`src/rtl/sweep_pkg.sv`:
```
// ============================================================================
// Module      : sweep_pkg
// Description : Shared types, constants and MISR step function for sweep
//               controllers.
// Revision    : 1.0 - initial release
// ============================================================================
`default_nettype none

package sweep_pkg;

    typedef enum logic [1:0] {
        ST_IDLE   = 2'd0,
        ST_SETTLE = 2'd1,
        ST_SAMPLE = 2'd2,
        ST_DONE   = 2'd3
    } sweep_state_t;

    localparam logic [15:0] c_DEFAULT_POLY = 16'h1021;

    // Operands are carried at 32 bits; msb selects the feedback tap for the
    // caller's signature width and the caller truncates the result.
    function automatic logic [31:0] misr_next(
        input logic [31:0] sig,
        input logic [31:0] data,
        input logic [31:0] poly,
        input logic [4:0]  msb
    );
        logic [31:0] fb;
        fb = sig[msb] ? poly : 32'd0;
        return (sig << 1) ^ fb ^ data;
    endfunction

endpackage

`default_nettype wire

```
`src/rtl/sweep_misr.sv`:
```
// ============================================================================
// Module      : sweep_misr
// Description : Multiple-input signature register with synchronous clear and
//               update enable; clear wins over enable.
// Revision    : 1.0 - initial release
// ============================================================================
`default_nettype none

module sweep_misr
    import sweep_pkg::*;
#(
    parameter int               SIG_W = 16,
    parameter int               OUT_W = 1,
    parameter logic [SIG_W-1:0] POLY  = SIG_W'(c_DEFAULT_POLY)
) (
    input  logic             clk,
    input  logic             rst_n,
    input  logic             i_clr,
    input  logic             i_en,
    input  logic [OUT_W-1:0] i_data,
    output logic [SIG_W-1:0] o_sig
);

    logic [SIG_W-1:0] r_sig;
    logic [SIG_W-1:0] w_sig_next;

    assign w_sig_next = SIG_W'(misr_next(32'(r_sig), 32'(i_data), 32'(POLY), 5'(SIG_W - 1)));
    assign o_sig      = r_sig;

    always_ff @(posedge clk or negedge rst_n) begin
        if (!rst_n) begin
            r_sig <= '0;
        end else if (i_clr) begin
            r_sig <= '0;
        end else if (i_en) begin
            r_sig <= w_sig_next;
        end
    end

endmodule

`default_nettype wire

```
`src/rtl/sweep_stim_ctrl.sv`:
```
// ============================================================================
// Module      : sweep_stim_ctrl
// Description : Exhaustive ascending input sweep with per-pattern settle and
//               MISR compaction of the sampled response. Optional golden
//               signature compare enabled by defining GOLDEN_CMP_EN.
// Revision    : 1.0 - initial release
// ============================================================================
`default_nettype none

module sweep_stim_ctrl
    import sweep_pkg::*;
#(
    parameter int               N_IN   = 5,
    parameter int               OUT_W  = 1,
    parameter int               SETTLE = 1,
    parameter int               SIG_W  = 16,
    parameter logic [SIG_W-1:0] POLY   = SIG_W'(c_DEFAULT_POLY)
) (
    input  logic             CK,
    input  logic             reset,
    input  logic             start,
    input  logic             abort,
    output logic [N_IN-1:0]  pat_o,
    input  logic [OUT_W-1:0] dut_out_i,
    output logic             sample_valid,
    output logic [N_IN-1:0]  sample_pat,
    output logic [OUT_W-1:0] sample_data,
    output logic             busy,
    output logic             done,
    output logic [SIG_W-1:0] signature
`ifdef GOLDEN_CMP_EN
    ,
    input  logic [SIG_W-1:0] golden_sig,
    output logic             mismatch
`endif
);

    localparam int                 c_CNT_W    = (SETTLE > 1) ? $clog2(SETTLE) : 1;
    localparam logic [c_CNT_W-1:0] c_CNT_LOAD = c_CNT_W'(SETTLE - 1);

    sweep_state_t       r_state;
    logic [c_CNT_W-1:0] r_cnt;

    logic w_start_ok;
    logic w_sample_ok;
    logic w_last;

    assign w_start_ok  = !abort && start && (r_state == ST_IDLE || r_state == ST_DONE);
    assign w_sample_ok = !abort && (r_state == ST_SAMPLE);
    assign w_last      = (pat_o == {N_IN{1'b1}});

    sweep_misr #(
        .SIG_W (SIG_W),
        .OUT_W (OUT_W),
        .POLY  (POLY)
    ) u_misr (
        .clk    (CK),
        .rst_n  (reset),
        .i_clr  (w_start_ok),
        .i_en   (w_sample_ok),
        .i_data (dut_out_i),
        .o_sig  (signature)
    );

`ifdef GOLDEN_CMP_EN
    // The signature is updated on the same edge that enters DONE, so the
    // compare must look at the value being loaded, not the current one.
    logic [SIG_W-1:0] w_sig_next;
    assign w_sig_next = SIG_W'(misr_next(32'(signature), 32'(dut_out_i), 32'(POLY), 5'(SIG_W - 1)));
`endif

    always_ff @(posedge CK or negedge reset) begin
        if (!reset) begin
            r_state      <= ST_IDLE;
            r_cnt        <= '0;
            pat_o        <= '0;
            sample_valid <= 1'b0;
            sample_pat   <= '0;
            sample_data  <= '0;
            busy         <= 1'b0;
            done         <= 1'b0;
`ifdef GOLDEN_CMP_EN
            mismatch     <= 1'b0;
`endif
        end else begin
            sample_valid <= 1'b0;
            if (abort) begin
                r_state <= ST_IDLE;
                pat_o   <= '0;
                busy    <= 1'b0;
                done    <= 1'b0;
`ifdef GOLDEN_CMP_EN
                mismatch <= 1'b0;
`endif
            end else begin
                case (r_state)
                    ST_IDLE, ST_DONE: begin
                        if (start) begin
                            r_state <= ST_SETTLE;
                            pat_o   <= '0;
                            r_cnt   <= c_CNT_LOAD;
                            busy    <= 1'b1;
                            done    <= 1'b0;
`ifdef GOLDEN_CMP_EN
                            mismatch <= 1'b0;
`endif
                        end
                    end
                    ST_SETTLE: begin
                        if (r_cnt == '0) begin
                            r_state <= ST_SAMPLE;
                        end else begin
                            r_cnt <= r_cnt - c_CNT_W'(1);
                        end
                    end
                    ST_SAMPLE: begin
                        sample_valid <= 1'b1;
                        sample_pat   <= pat_o;
                        sample_data  <= dut_out_i;
                        // Terminal pattern is caught before incrementing, so
                        // pat_o never wraps.
                        if (w_last) begin
                            r_state <= ST_DONE;
                            busy    <= 1'b0;
                            done    <= 1'b1;
`ifdef GOLDEN_CMP_EN
                            mismatch <= (w_sig_next != golden_sig);
`endif
                        end else begin
                            r_state <= ST_SETTLE;
                            pat_o   <= pat_o + N_IN'(1);
                            r_cnt   <= c_CNT_LOAD;
                        end
                    end
                    default: begin
                        r_state <= ST_IDLE;
                    end
                endcase
            end
        end
    end

endmodule

`default_nettype wire

```
`config.mk`:
```
export PLATFORM = sky130hd
export DESIGN_NAME = sweep_stim_ctrl
export DESIGN_NICKNAME = d
export VERILOG_FILES = /design/src/rtl/sweep_pkg.sv /design/src/rtl/sweep_misr.sv /design/src/rtl/sweep_stim_ctrl.sv
export SDC_FILE = /design/constraint.sdc
export NUM_CORES = 1
export LEC_CHECK = 0
export CORE_MARGIN = 2
export CORE_UTILIZATION = 36
export CTS_CLUSTER_DIAMETER = 50
export DETAILED_ROUTE_END_ITERATION = 16
export HOLD_SLACK_MARGIN = 0.1
export PLACE_DENSITY = 0.65
export SETUP_SLACK_MARGIN = 0.4
export SLEW_MARGIN = 20
export SYNTH_ARGS = -nofsm -noshare
export SYNTH_HDL_FRONTEND = slang
export SYNTH_SLANG_ARGS = --single-unit
```
`constraint.sdc`:
```
create_clock -name CK -period 3.41 [get_ports CK]
set_clock_uncertainty 0.05 [all_clocks]
set_input_delay 0.682 -clock CK [delete_from_list [all_inputs] [get_ports CK]]
set_output_delay 0.682 -clock CK [all_outputs]
set_load 0.005 [all_outputs]
```
After elaboration in Yosys (flattened, before gate mapping)
Cells that the tools add are included.
{ "totals": {"regBits": 33, "elab_cells": 63, "output_inout_bits": 30} }
{ "op_classes": {"n_bitwise": 3, "reduce_logical": 14, "addsub": 2, "eq_ne": 10, "mux": 25} }
{ "ops": {"columns": ["operator", "n"], "rows": [
  ["two-way mux 16 bit", 2],
  ["bitwise XOR 16 x 1 -> 16 bit", 1],
  ["bitwise XOR 16 bit", 1],
  ["two-way mux 5 bit", 3],
  ["two-way mux 13 bit", 1],
  ["inequality test 3 bit (second input constant)", 4],
  ["two-way mux 1 bit", 10],
  ["case mux 5 bit (2 select lines)", 1],
  ["AND reduction 3 bit", 3],
  ["two-way mux 2 bit", 4],
  ["case mux 2 bit (3 select lines)", 1],
  ["adder 5 x 1 -> 5 bit (second input constant)", 1],
  ["equality test 5 bit (second input constant)", 1],
  ["equality test 2 bit (second input constant)", 2],
  ["inequality test 2 bit (second input constant)", 2],
  ["case mux 1 bit (2 select lines)", 2],
  ["AND reduction 2 bit", 2],
  ["logical AND 1 bit", 3],
  ["case mux 1 bit (3 select lines)", 1],
  ["nonzero test 3 bit", 1],
  ["equality test 2 x 1 -> 1 bit (second input constant)", 1],
  ["zero test 2 bit", 1],
  ["nonzero test 2 bit", 1],
  ["OR reduction 2 bit", 1],
  ["other kinds (4)", 4]
]} }

Longest topological paths before layout
{ "logic_depth": {"depth_word": 5, "depth_mapped": 7, "mapped_depth_nobuf": 6} }

By module
Synthesis repeated with hierarchy kept, for this count alone.
{ "unflattened": {"hier_cells": 136, "area_unflattened_um2": 1493.9} }
{ "by_module_without_submodules": {"columns": ["module", "seq_area_each_um2", "area_per_inst_um2", "instances", "cells_each"], "rows": [
  ["sweep_stim_ctrl", 400.4, 793.3, 1, 81],
  ["sweep_misr", 400.4, 700.7, 1, 55]
]} }

Least setup slack after synthesis
Ideal clock, no wire load.
{ "synth_path": {"path_type": "register to register", "from": "reg r_state[0]", "to": "reg pat_o[0]", "stages_incl_launch_ff": 6, "slack_ps": 1653, "path_buffers": 0, "t_required_ps": 3232, "arrival_time_ps": 1580, "path_cell_list": "dfrtp_1 > inv_1 > ha_1 > or2_4 > a31oi_4 > mux2_1"} }
{ "synth_via": {"elab_chain_cells": 4} }
{ "synth_lines": {"columns": ["item", "line_no", "source"], "rows": [
  ["start, declared", "sweep_stim_ctrl.sv:41", "sweep_state_t r_state;"],
  ["start signal, assigned", "sweep_stim_ctrl.sv:74", "r_state <= ST_IDLE;"],
  ["start signal, assigned", "sweep_stim_ctrl.sv:88", "r_state <= ST_IDLE;"],
  ["start signal, assigned", "sweep_stim_ctrl.sv:99", "r_state <= ST_SETTLE;"],
  ["equality test 2 bit or zero test 2 bit (tied branches)", "sweep_stim_ctrl.sv:96", "case (r_state)"],
  ["OR reduction 2 bit", "sweep_stim_ctrl.sv:96", null],
  ["inequality test 3 bit (no source line) (tied with other cells)", null, null],
  ["AND reduction 3 bit (no source line) or two-way mux 5 bit (tied branches)", null, null],
  ["end signal, assigned", "sweep_stim_ctrl.sv:131", "pat_o <= pat_o + N_IN'(1);"],
  ["end, declared", "sweep_stim_ctrl.sv:23", "output logic [N_IN-1:0] pat_o,"]
]} }
Several ways; a longest one is shown, not always the timed one.
A chain may end at the register's enable or synchronous reset.

Worst setup path in the final report
{ "layout_path": {"from": "in abort", "to": "reg u_misr.r_sig[0] (netlist: u_misr.o_sig[0])"} }
{ "layout_via": {"elab_chain_cells": 4} }
{ "layout_lines": {"columns": ["item", "line_no", "source"], "rows": [
  ["start, declared", "sweep_stim_ctrl.sv:22", "input logic abort,"],
  ["zero test 1 bit *", "sweep_stim_ctrl.sv:48, sweep_stim_ctrl.sv:49", null],
  ["logical AND 1 bit (2 in a row)", "sweep_stim_ctrl.sv:48", "assign w_start_ok = !abort && start && (r_state == ST_IDLE || r_state == ST_DONE);"],
  ["two-way mux 16 bit or nonzero test 2 bit (tied branches)", null, null],
  ["end signal, assigned", "sweep_misr.sv:36", "r_sig <= w_sig_next;"],
  ["end, declared", "sweep_misr.sv:24", "logic [SIG_W-1:0] r_sig;"]
]} }
Mark *: on every way between the ends. The rest lies on a longest branch, timed or not.

==> run summary <==
Unique masters post-synth: 27
Tightest Pin Transition: 0.616 ns
Main combinational cell family by area after synthesis: simple AND/OR/NAND/NOR gates
CTS tree: done
Starting DRT DRC Count: 60
Worst endpoint data arrival time: 2.44 ns
Max-slew violation count: 0
GRT Total Usage: 15.8%
Multiplexer share of the synthesized area: 3.53%
End point of the critical path: u_misr.o_sig[0]
Clk_lat worst skew: 0.28 ns
Synth Cell Area: 0.00145 mm2
Starting Density: 36.8%
Gr ovfl total: 0
Simple-Gate Fraction of Synth Area: 20.5%
Most frequent cells in the layout: nand2_1, clkdlybuf4s50_1, dfrtp_1
H-tree Lvls: 2
Compound-cell area share of the yosys netlist: 11.5%
Leak pwr: 0.861 nW
Fin crit period: 2.30 ns
Hold WC Path Type: reg2reg
First-pass GRT wire length: 5220 um
XOR/XNOR Fraction of Synth Area: 1.81%
Share of cells above drive strength 1: 8.06%
Sum of buffers and inverters on the critical path: 2
Max-cap viol count: 0
Final Core Density: 49.5%
Postcts setup bufs: 0
Row count: 23
Fill cells: 360
Wire length per cell: 13.5 um
CTS buffer count: 5
Worst Setup Start Kind: primary input
Worst Hold Slack: 0.434 ns
Synth Area in Adders: 4.31%
Most common cell after layout, fill and taps aside: nand2_1
Critical path cell sequence: clkdlybuf4s50_1, nand2b_1, inv_2, nor2_1, a211oi_1
Post-synthesis sequential area ratio: 55.1%
I/O pin cnt: 35
Fin crit share: 67.6%
Reg2reg end: pat_o[0]
Clock slew at reported path FFs: 0.07 ns
Post-Route WL: 3200 um
Final net count: 195
Post-Place Cell Area: 0.00184 mm2
Run status: complete, no violations
Initial antenna violation count: 0
Final Cell Area: 0.00195 mm2
Peak supply drop: 356 uV
Slowest cell on crit path: clkdlybuf4s50_1
Via density: 4.91
PortBufs: 34
DR vias: 1158
Stages on the worst setup path: 5
Largest net degree at the start of global routing: 33
Detailed Routing Iterations Pass 1: 4
Die Ht: 67.5 um
Hold Fails Final Rpt: 0
Reg2Reg Launch Point: pat_o[0]
Final ANT Viol Nets: 0
#FFs+latches synth: 32
R2r setup slk: 1.52 ns
Worst path max stage delay: 0.64 ns
Final TNS setup: 0 ns
Setup Viol. Count Final: 0
Die area: 0.00456 mm2
Final RePlAce weighted congestion: 0.778
Number of global-route vias before repair: 1145
Layout Cells excl Fill: 236
Post-CTS Resized: 0
Mapped Cells: 148
Crit Path Category: in2reg
Clk buf depth: 2
Total core area: 0.00394 mm2
Placed Cells: 228
Clk sinks: 32
Die width: 67.5 um
Mapped Avg Cell Area: 9.82 um2
Worst path required time: 3.55 ns
RSZ-0062 raised after global routing: false
PD cells: 633 mW/mm2
Synth warn: 0
Cts hold-fix bufs: 0
CP Max Fanout: 26
Synth-to-layout area growth: 34.3%
Relative slew slack: 58.9%
Root buffer cell: clkbuf_8
DRC viols: 0
Fmax: 434 MHz
Worst R2R Path Depth: 6
Syn_nets: 158
Setup crit start: abort
Worst path top cell family by delay: buffers and inverters
CP endpoint kind: flop
Ant diodes: 0
Detail Placement HPWL: 2180 um
-- cell usage after synthesis, drive strengths merged --
master | instances | area share [%]
a211oi | 4 | 2.1
a21boi | 1 | 0.52
a21oi | 16 | 5.5
a221oi | 1 | 0.60
a31oi | 1 | 1.5
and3 | 2 | 0.86
buf | 4 | 1.4
clkbuf | 2 | 0.52
dfrtp | 32 | 55
ha | 5 | 4.3
inv | 5 | 1.3
mux2 | 1 | 0.78
mux2i | 4 | 2.8
nand2 | 44 | 11
nand2b | 3 | 1.5
nand3b | 3 | 1.6
nand4 | 2 | 0.86
nor2 | 8 | 2.2
nor3 | 1 | 0.34
o21ai | 2 | 0.69
o21ba | 1 | 0.69
or2 | 1 | 0.60
or3b | 2 | 1.2
xnor2 | 3 | 1.8
-- report_power, final --
part	leakage (nW)	internal [W]	switching [W]
clock network	0.0552	0.000217	0.000138
logic	0.368	0.000193	0.000200
registers	0.439	0.000440	0.0000483
total	0.861	0.000849	0.000386
-- cells by family (layout without fill, tap and decap cells) --
| logic type | Yosys count | in the layout |
|---|---|---|
| AO/OA/AOI/OAI | 26 | 26 |
| XOR/XNOR | 3 | 3 |
| adder cells (fa/ha/maj) | 5 | 5 |
| buffers and inverters | 11 | 49 |
| flip-flops | 32 | 32 |
| multiplexers | 5 | 5 |
| AND/OR/NAND/NOR | 66 | 66 |
-- worst min-delay path by stage --
| stage | to | depth (start not counted) | slack (ns) | startpoint |
|---|---|---|---|---|
| 3_5_place_dp | sample_pat[3] | 2 | 0.42 | sample_pat[3] |
| 6_report | sample_pat[3] | 2 | 0.43 | sample_pat[3] |
| 2_1_floorplan | busy | 0 | 0.34 | reset |
| 4_1_cts | sample_pat[3] | 2 | 0.44 | sample_pat[3] |
| 3_3_place_gp | sample_pat[2] | 2 | 0.42 | sample_pat[2] |
| 5_1_grt | sample_pat[3] | 2 | 0.46 | sample_pat[3] |
-- worst reg2reg max path, delay by kind of cell (launching register included) --
kind,cells,cell delay [ns]
flops,1,0.42
fa+ha+maj,2,0.39
mux,1,0.34
simple gates,2,0.31
compound gates,1,0.26
-- metrics by stage --
stage / setup WS, ns / power, W
global placement: 0.937 / 0.000876
finish: 1.11 / 0.00124
global route: 0.966 / 0.00132
floorplan: 1.65 / 0.000724
CTS: 1.12 / 0.00125
detailed placement: 0.827 / 0.000889
-- layout make-up --
| cell class | instances | area, um2 | area share (%) |
|---|---|---|---|
| clock buffers | 6 | 72.6 | 3.72 |
| well taps | 50 | 62.6 | 3.21 |
| inverters | 5 | 18.8 | 0.962 |
| repair buffers | 36 | 355 | 18.2 |
| clock inverters | 2 | 35.0 | 1.80 |
| flip-flops and latches | 32 | 801 | 41.1 |
| multi-input cells | 105 | 606 | 31.0 |
-- routing by layer --
| layer | up-vias | track usage [%] | part of all wire [%] | wire (um) |
|---|---|---|---|---|
| met3 | 5 | 5.67 | 5.5 | 175 |
| met5 | - | 0 | 0 | 0 |
| met4 | 0 | 6.12 | 0.94 | 30 |
| met2 | 36 | 24.3 | 46 | 1490 |
| li1 | 565 | - | - | - |
| met1 | 552 | 20.3 | 47 | 1510 |
-- registers in the layout, summed over array words and instances (netlist names) --
| signal | flops |
|---|---|
| u_misr.o_sig | 16 |
| pat_o | 5 |
| sample_pat | 5 |
| r_state | 2 |
| busy | 1 |
| done | 1 |
| sample_data | 1 |
| sample_valid | 1 |
Note: power is estimated with default switching activity, not from simulation.
